### config.mk
export PLATFORM = sky130hd
export DESIGN_NAME = io_bus_arbiter
export DESIGN_NICKNAME = d
export VERILOG_FILES = /design/src/rtl/io_bus_arbiter.sv
export SDC_FILE = /design/constraint.sdc
export NUM_CORES = 1
export LEC_CHECK = 0
export ABC_AREA = 1
export CAP_MARGIN = 20
export CORE_ASPECT_RATIO = 0.8
export CORE_MARGIN = 4
export CORE_UTILIZATION = 46
export CTS_CLUSTER_DIAMETER = 40
export DETAILED_ROUTE_END_ITERATION = 7
export GPL_ROUTABILITY_DRIVEN = 0
export MAX_ROUTING_LAYER = met4
export PLACE_DENSITY = 0.81
export SYNTH_ARGS = -nofsm -noshare
export SYNTH_HDL_FRONTEND = slang
export SYNTH_SLANG_ARGS = --single-unit
### constraint.sdc
create_clock -name sys_clk_i -period 4.4 [get_ports sys_clk_i]
set_clock_uncertainty 0.2 [all_clocks]
set_input_delay 0.88 -clock sys_clk_i [delete_from_list [all_inputs] [get_ports sys_clk_i]]
set_output_delay 0.88 -clock sys_clk_i [all_outputs]
set_load 0.02 [all_outputs]
### src/rtl/io_bus_arbiter.sv
// rtl/io_bus_arbiter.sv - J1 I/O bus arbiter: CPU absolute priority, queued secondary master
// Optional feature: define IO_ARB_STATS_EN to add the m2_count completion counter port.
module io_bus_arbiter #(
  parameter int FIFO_DEPTH = 2,
  parameter int RD_LATENCY = 1
) (
  input  logic        sys_clk_i,
  input  logic        sys_rst_i,
  input  logic        cpu_io_rd,
  input  logic        cpu_io_wr,
  input  logic [15:0] cpu_io_addr,
  input  logic [15:0] cpu_io_dout,
  output logic [15:0] cpu_io_din,
  input  logic        m2_req_valid,
  output logic        m2_req_ready,
  input  logic        m2_req_wr,
  input  logic [15:0] m2_req_addr,
  input  logic [15:0] m2_req_wdata,
  output logic        m2_rsp_valid,
  output logic [15:0] m2_rsp_data,
  output logic        bus_rd,
  output logic        bus_wr,
  output logic [15:0] bus_addr,
  output logic [15:0] bus_dout,
  input  logic [15:0] bus_din
`ifdef IO_ARB_STATS_EN
  ,
  output logic [15:0] m2_count
`endif
);

  localparam int AW = $clog2(FIFO_DEPTH);

  typedef enum logic [1:0] {ST_IDLE, ST_ISSUE, ST_WAIT} state_t;

  state_t      state_q, state_d;
  logic [1:0]  wait_cnt_q, wait_cnt_d;
  logic [AW:0] count_q, count_d;
  logic [AW-1:0] wr_ptr_q, wr_ptr_d, rd_ptr_q, rd_ptr_d;
  logic        mem_wr_q    [FIFO_DEPTH];
  logic        mem_wr_d    [FIFO_DEPTH];
  logic [15:0] mem_addr_q  [FIFO_DEPTH];
  logic [15:0] mem_addr_d  [FIFO_DEPTH];
  logic [15:0] mem_wdata_q [FIFO_DEPTH];
  logic [15:0] mem_wdata_d [FIFO_DEPTH];
  logic [15:0] rsp_data_q, rsp_data_d;
`ifdef IO_ARB_STATS_EN
  logic [15:0] stat_q, stat_d;
`endif

  logic        cpu_act, full, empty, push, pop, rsp_fire, more;
  logic        head_wr;
  logic [15:0] head_addr, head_wdata;

  // Queue status, accept handshake and head-of-queue view
  always_comb begin
    cpu_act      = cpu_io_rd | cpu_io_wr;
    full         = (count_q == (AW+1)'(FIFO_DEPTH));
    empty        = (count_q == '0);
    m2_req_ready = !full && !sys_rst_i;
    push         = m2_req_valid && m2_req_ready;
    head_wr      = mem_wr_q[rd_ptr_q];
    head_addr    = mem_addr_q[rd_ptr_q];
    head_wdata   = mem_wdata_q[rd_ptr_q];
    // Something is still queued after popping the head (counting a same-cycle accept)
    more         = (count_q > (AW+1)'(1)) || push;
  end

  // Secondary-master sequencer: issue head when the CPU is quiet, retry on any CPU strobe
  always_comb begin
    state_d    = state_q;
    wait_cnt_d = wait_cnt_q;
    pop        = 1'b0;
    rsp_fire   = 1'b0;
    case (state_q)
      ST_IDLE: begin
        if (!empty) state_d = ST_ISSUE;
      end
      ST_ISSUE: begin
        if (!cpu_act) begin
          if (head_wr) begin
            pop     = 1'b1;
            state_d = more ? ST_ISSUE : ST_IDLE;
          end else begin
            state_d    = ST_WAIT;
            wait_cnt_d = 2'(RD_LATENCY);
          end
        end
      end
      ST_WAIT: begin
        if (cpu_act) begin
          // CPU may have disturbed the read path; redo the whole read
          state_d = ST_ISSUE;
        end else if (wait_cnt_q == 2'd1) begin
          rsp_fire = 1'b1;
          pop      = 1'b1;
          state_d  = more ? ST_ISSUE : ST_IDLE;
        end else begin
          wait_cnt_d = wait_cnt_q - 2'd1;
        end
      end
      default: state_d = ST_IDLE;
    endcase
  end

  // FIFO storage and pointer updates
  always_comb begin
    mem_wr_d    = mem_wr_q;
    mem_addr_d  = mem_addr_q;
    mem_wdata_d = mem_wdata_q;
    if (push) begin
      mem_wr_d[wr_ptr_q]    = m2_req_wr;
      mem_addr_d[wr_ptr_q]  = m2_req_addr;
      mem_wdata_d[wr_ptr_q] = m2_req_wdata;
    end
    wr_ptr_d = wr_ptr_q + AW'(push);
    rd_ptr_d = rd_ptr_q + AW'(pop);
    count_d  = count_q + (AW+1)'(push) - (AW+1)'(pop);
  end

  // Shared bus mux: CPU first, then the secondary head, else mirror the CPU idle
  always_comb begin
    bus_rd   = 1'b0;
    bus_wr   = 1'b0;
    bus_addr = cpu_io_addr;
    bus_dout = cpu_io_dout;
    if (cpu_act) begin
      bus_rd = cpu_io_rd;
      bus_wr = cpu_io_wr;
    end else if (state_q == ST_ISSUE) begin
      bus_addr = head_addr;
      bus_dout = head_wdata;
      bus_rd   = !head_wr;
      bus_wr   = head_wr;
    end else if (state_q == ST_WAIT) begin
      bus_addr = head_addr;
      bus_dout = head_wdata;
    end
  end

  // Response path: data is bypassed in the capture cycle so it is valid with the pulse
  always_comb begin
    cpu_io_din   = bus_din;
    m2_rsp_valid = rsp_fire;
    rsp_data_d   = rsp_fire ? bus_din : rsp_data_q;
    m2_rsp_data  = rsp_data_d;
`ifdef IO_ARB_STATS_EN
    stat_d       = stat_q + 16'(pop);
    m2_count     = stat_q;
`endif
  end

  // State registers; reset drops every queued and in-flight request
  always_ff @(posedge sys_clk_i or posedge sys_rst_i) begin
    if (sys_rst_i) begin
      state_q    <= ST_IDLE;
      wait_cnt_q <= '0;
      count_q    <= '0;
      wr_ptr_q   <= '0;
      rd_ptr_q   <= '0;
      rsp_data_q <= '0;
      for (int i = 0; i < FIFO_DEPTH; i++) begin
        mem_wr_q[i]    <= 1'b0;
        mem_addr_q[i]  <= '0;
        mem_wdata_q[i] <= '0;
      end
`ifdef IO_ARB_STATS_EN
      stat_q     <= '0;
`endif
    end else begin
      state_q     <= state_d;
      wait_cnt_q  <= wait_cnt_d;
      count_q     <= count_d;
      wr_ptr_q    <= wr_ptr_d;
      rd_ptr_q    <= rd_ptr_d;
      rsp_data_q  <= rsp_data_d;
      mem_wr_q    <= mem_wr_d;
      mem_addr_q  <= mem_addr_d;
      mem_wdata_q <= mem_wdata_d;
`ifdef IO_ARB_STATS_EN
      stat_q      <= stat_d;
`endif
    end
  end

endmodule

==> metrics, run 1 <==
status finished, final reports clean; busiest layer in global routing met2; fin crit period 3.91 ns; Worst-Margin Slew 0.877 ns; Routed Antenna Nets 0; unrepaired setup endpoints after global routing no; GRT Total Usage 19.0%; Layout Utilization 65.7%; dpl cells 770; Worst R2R Start rd_ptr_q; Syn Nets 614; setup total negative slack 0 ns; dominant cells by area after synthesis dfrtp_1 (49%), nand2_1 (14%), mux2_2 (7.9%); vias in the first global route 3825; area of the core 0.00965 mm2; Finished Layout Cells 787; Hold Path Class reg -> reg; row count 32; Die Area 0.0116 mm2; commonest non-fill, non-tap cell in the layout nand2_1; Resized cells post-CTS 0; H-tree lvl count 3; cells after synthesis 519; total power 3.65 mW; Port-buffer cells 153; Die Wd 119 um; DR WL/cell 13.6 um; hold wc startpoint rsp_data_q[5]; NumNets Final 741; Pleak 2.80 nW; Final Setup Violations 0; Antenna diodes 0; maxcap violations 0; worst setup margin 0.493 ns; Clock Tree Buf Depth 2; largest net degree at the start of global routing 91; sequential fraction of the synthesis area 49.3%; vias 3831; DRT iter0 DRCs 154; first-pass GRT wire length 17700 um; Setup Crit Path Kind in -> out; Synth Area per Inst 8.80 um2; Slew HR 41.5%; Routed WL 10700 um; maximum vdd drop 0.353 mV; post-cts hold buffer count 0; Clk pin slew, worst setup/hold paths 0.06 ns; met2 Use GR 29.3%; area grow syn2layout 38.8%; Critical Path RT 3.32 ns; Die H 97.1 um; post-synthesis cell area 0.00457 mm2; largest area contributor in the netlist dfrtp_1; Yosys reg bits 90; Synth warnings 0; final worst-path cycle share 88.8%; CTS Root Cell clkbuf_16; clock buffer count from CTS 9; grt total ovfl 0; detailed-placement wirelength estimate 7390 um; Startpoint Class input pin; top cell type's share of synthesized area 49.3%; Post-Place Worst Slack 0.506 ns; initial antenna violation count 0; initial core utilization 47.3%; Setup Fix Bufs, Post-CTS 0; Crit Path Max Fanout 64; Yosys cell types 20; DR pass1 iterations 5; Final Hold Viols 0; Crit. Startpoint cpu_io_wr; Sink Count 90; clock tree from TritonCTS done; fillers 764; power per cell area 576 mW/mm2; worst-skew pair later-pin latency 0.33 ns; crit end category primary output; Ports 154; commonest non-fill, non-tap cells in the layout nand2_1 (176), clkdlybuf4s50_1 (153), dfrtp_1 (89); f_max 256 MHz; Max Slew Vio Count 0; share of cells above drive strength 1 9.37%; worst reg2reg setup slack 1.91 ns; Via density 4.87; GR Util met3 7.04%; DRC violation count after routing 0; crit path DAT 2.83 ns; met1 Track Usage GR 24.2%
report_power, final:
part           internal, mW  leakage, nW  total [mW]  switching, mW
clock                 0.388        0.126       0.709          0.322
combinational         0.720         1.57        1.54          0.820
sequential             1.21         1.11        1.40          0.187
sequential cells by signal, summed over array words and instances (netlist names):
signal / count
mem_addr_q: 32
mem_wdata_q: 32
rsp_data_q: 16
count_q: 2
mem_wr_q: 2
state_q: 2
wait_cnt_q: 2
rd_ptr_q: 1
wr_ptr_q: 1
per-stage QoR:
step | instance area (um2) | hold WS (ns)
final | 6340 | 0.279
after global routing | 6340 | 0.301
after CTS | 6310 | 0.280
after detailed placement | 6030 | 0.265
after global placement | 6030 | 0.260
after floorplan | 4570 | 0.253
routing by layer:
layer | part of all wire [%] | vias up
li1 | - | 1895
met1 | 45 | 1759
met2 | 46 | 163
met3 | 8.5 | 14
met4 | 1.2 | 0
met5 | 0 | -
final timing paths:
check | to | cells past startpoint
worst max-delay path | bus_dout[1] | 7
worst min-delay path | rsp_data_q[5] | 2
worst max register to register | count_q[1] | 12
worst min register to register | rsp_data_q[5] | 2
max in group asynchronous | rd_ptr_q | 4
min in group asynchronous | rsp_data_q[8] | 3
cell usage after synthesis, drive strengths merged:
library cell,instances
o21bai,1
inv,50
ha,9
clkbuf,7
mux2,32
xnor2,1
clkinv,1
nand3,10
nand2,176
o21a,33
nor2,3
a21oi,2
o21ai,67
buf,36
xor2,1
dfrtp,90
area by class of cell:
| type | instances | area, um2 | area share [%] |
|---|---|---|---|
| timing repair buffer | 159 | 1610 | 25.4 |
| tap | 136 | 170 | 2.68 |
| inverter | 51 | 196 | 3.10 |
| multi-input combinational | 335 | 1830 | 28.9 |
| clock buffer | 10 | 229 | 3.61 |
| clock inverter | 6 | 48.8 | 0.770 |
| sequential | 90 | 2250 | 35.6 |
worst max-delay path, stage by stage:
cell and delay [ns]:
clkdlybuf4s50_1 0.48, nor2_4 0.21, o21a_2 0.19, buf_12 0.26
nand2_1 0.12, o21a_1 0.12, clkdlybuf4s50_1 0.53
logic make-up (layout without fill, tap and decap cells):
family	Yosys count	count (layout)	share of synthesized area, %
fa+ha+maj	9	9	2.47
xor+xnor	2	2	0.384
flops	90	90	49.3
mux	32	32	7.89
simple gates	189	189	16.1
buf+inv	94	226	10.7
compound gates	103	103	13.2
Note: power is estimated with default switching activity, not from simulation.
==> run 2: changes to the inputs <==
- ABC_CLOCK_PERIOD_IN_PS: default -> 4400
==> results of run 2 <==
Same layout as run 1: the final DEF is identical, and so are final timing and power.
==> run 3: changes to the inputs <==
- ABC_AREA: 1 -> default
- CAP_MARGIN: 20 -> 30
==> run 3 against run 2 <==
Compared with the run above: count of clock-buffer cells in the layout unchanged; setup slack worse by 0.18 ns; routed wire length down 6.7%; largest cell class unchanged; register-to-register slack better by 0.07 ns; area after synthesis down 2.4%; final cell count down 22%; total power up 9.6%; maximum frequency down 4.4%; critical path type unchanged; sequential power up 3%; worst hold slack better by 0.016 ns.
==> metrics, run 3 <==
initial antenna violation count 0 (unchanged); Sink Count 90 (unchanged); dominant cells by area after synthesis dfrtp_1 (51%), mux2_2 (21%), mux2i_1 (7.2%); post-cts hold buffer count 0 (unchanged); initial core utilization 48.3% (+0.98 points); top cell type's share of synthesized area 50.5% (+1.2 points); Yosys cell types 31 (+55%); detailed-placement wirelength estimate 7390 um (about the same); sequential fraction of the synthesis area 50.5% (+1.2 points); H-tree lvl count 3 (unchanged); CP Cell Sequence clkdlybuf4s50_1, or2_1, nor2_4, buf_12, nor2_1, a21oi_1, clkdlybuf4s50_1; Final Setup Violations 0 (unchanged); Critical Path RT 3.32 ns (about the same); DR WL/cell 16.3 um (+20%); fin crit period 4.09 ns (+0.178 ns); Die H 96.1 um (-1.1%); EDFF count, synth 0 (unchanged); crit path DAT 3.01 ns (+0.18 ns); hold wc startpoint rsp_data_q[8]; commonest non-fill, non-tap cell in the layout clkdlybuf4s50_1; Largest regs mem_addr_q: 32 flops, mem_wdata_q: 32 flops, rsp_data_q: 16 flops; Pleak 2.69 nW (-4.2%); worst-skew pair later-pin latency 0.33 ns (about the same); Antenna diodes 0 (unchanged); DRT iter0 DRCs 70 (-55%); CTS Root Cell clkbuf_16; Final Hold Viols 0 (unchanged); power per cell area 637 mW/mm2 (+11%); Die Area 0.0113 mm2 (-2.2%); largest area contributor in the netlist dfrtp_1; clock tree from TritonCTS done; Synth Area per Inst 12.4 um2 (+41%); placed standard-cell area 0.00596 mm2 (-1.1%); worst reg2reg setup slack 1.98 ns (+0.07 ns); DR pass1 iterations 4 (-1); Die Wd 118 um (-1.1%); post-route design area 0.00627 mm2 (-1.0%); fillers 709 (-7.2%); Syn Nets 455 (-26%); Worst R2R Start state_q[0]; Max Slew Vio Count 0 (unchanged); vias in the first global route 3363 (-12%); WHS 0.295 ns (+0.0162 ns); Synth warnings 0 (unchanged); clock buffer count from CTS 9 (unchanged); total power 4.00 mW (+9.6%); row count 31 (-3.1%); status finished, final reports clean; Via density 5.06 (+4.0%); Startpoint Class input pin; Yosys reg bits 90 (unchanged); cells after synthesis 360 (-31%); Setup Fix Bufs, Post-CTS 0 (unchanged); f_max 245 MHz (-4.4%); Crit Path Max Fanout 33 (-48%); Hold Path Class reg -> reg; crit end category primary output; post-synthesis cell area 0.00446 mm2 (-2.4%); ys async rst share 100% (unchanged); area of the core 0.00923 mm2 (-4.3%); unrepaired setup endpoints after global routing no; top post-synthesis cells by count dfrtp_1 (90), mux2_2 (84), a21oi_1 (35); maxcap violations 0 (unchanged); Routed WL 10000 um (-6.7%); Ports 154 (unchanged); area grow syn2layout 40.7%; grt total ovfl 0 (unchanged); final worst-path cycle share 92.8% (+4.0 points); Resized cells post-CTS 0 (unchanged); most common cell in the synthesized netlist dfrtp_1; Slew HR 42.3% (+0.81 points); largest net degree at the start of global routing 48 (-47%); Port-buffer cells 153 (unchanged); Clk pin slew, worst setup/hold paths 0.06 ns (about the same); maximum vdd drop 0.307 mV (-13%); Setup Crit Path Kind in -> out; NumNets Final 588 (-21%); CP max stage delay 0.64 ns (+0.11 ns); vias 3099 (-19%); setup total negative slack 0 ns (unchanged); DRC violation count after routing 0 (unchanged); Worst-Margin Slew 0.865 ns (-0.0121 ns); first-pass GRT wire length 16300 um (-8.0%); commonest non-fill, non-tap cells in the layout clkdlybuf4s50_1 (153), dfrtp_1 (89), mux2_2 (84); most frequent CP cell clkdlybuf4s50_1; GRT Total Usage 18.5% (-0.49 points); Crit. Startpoint cpu_io_wr; Slowest-stage cell, CP clkdlybuf4s50_1; Clock Tree Buf Depth 2 (unchanged); share of cells above drive strength 1 23.3% (+14 points); Main synth FF type dfrtp_1; Routed Antenna Nets 0 (unchanged)
-- run 3: cell types whose count changed in the layout (fill, tap and decap cells not counted), moves of 3 or more --
cell	before	now
nand3_1	9	0
a21oi_1	2	35
mux2i_1	0	32
nand2_1	176	1
nor2_1	2	34
inv_1	49	12
o21a_1	32	0
and2_1	0	3
mux2_2	32	84
o21ai_0	67	0
-- run 3: cells by family after synthesis --
group                    Yosys count  share of synthesized area (%)
multiplexers                     117                           28.7
flip-flops                        90                           50.5
AND/OR/NAND/NOR                   46                           4.91
buffers and inverters             50                           6.62
AO/OA/AOI/OAI                     45                           6.09
adder cells (fa/ha/maj)            9                           2.53
XOR/XNOR                           3                          0.589
-- run 3: metal layers --
metal	vias to the layer above	GRT usage (%)	share of wire, %
met1	1502	21.4	43
met3	16	5.58	5.0
met5	-	-	0
li1	1498	-	-
met2	83	31.9	50
met4	0	4.98	1.7
-- run 3: stage by stage --
stage                     worst slack, ns  utilization (%)  std cells
after global placement              0.372             64.6        597
after CTS                           0.313             68.0        612
after floorplan                     0.985                -        360
after detailed placement            0.333             64.6        597
final                               0.315             68.0        612
after global routing                0.239             68.0        612
-- run 3: layout make-up --
cell class	instances	area [um2]	share of cell area (%)
clock inverter	5	80.1	1.28
clock buffer	10	229	3.65
multi-input combinational	220	1920	30.5
timing repair buffer	159	1600	25.5
tap	115	144	2.29
inverter	13	50.0	0.798
sequential	90	2250	35.9
-- run 3: power by group --
group / leakage, nW / total (mW) / internal (mW) / switching (mW)
combinational: 1.46 / 1.76 / 0.945 / 0.810
sequential: 1.08 / 1.44 / 1.25 / 0.199
clock: 0.145 / 0.799 / 0.493 / 0.305
-- run 3: path summary, 6_finish.rpt --
check                      cells after the start              end
hold reg to reg                                1    rsp_data_q[8]
min in group asynchronous                      2       count_q[0]
setup / recovery                               7      bus_addr[0]
hold / removal                                 1    rsp_data_q[8]
max in group asynchronous                      3  mem_wdata_q[26]
setup reg to reg                               9       count_q[1]
-- run 3: critical path, delay by kind of cell --
family | cells | cell delay, ns
AO/OA/AOI/OAI | 1 | 0.16
buffers and inverters | 3 | 1.26
AND/OR/NAND/NOR | 3 | 0.69
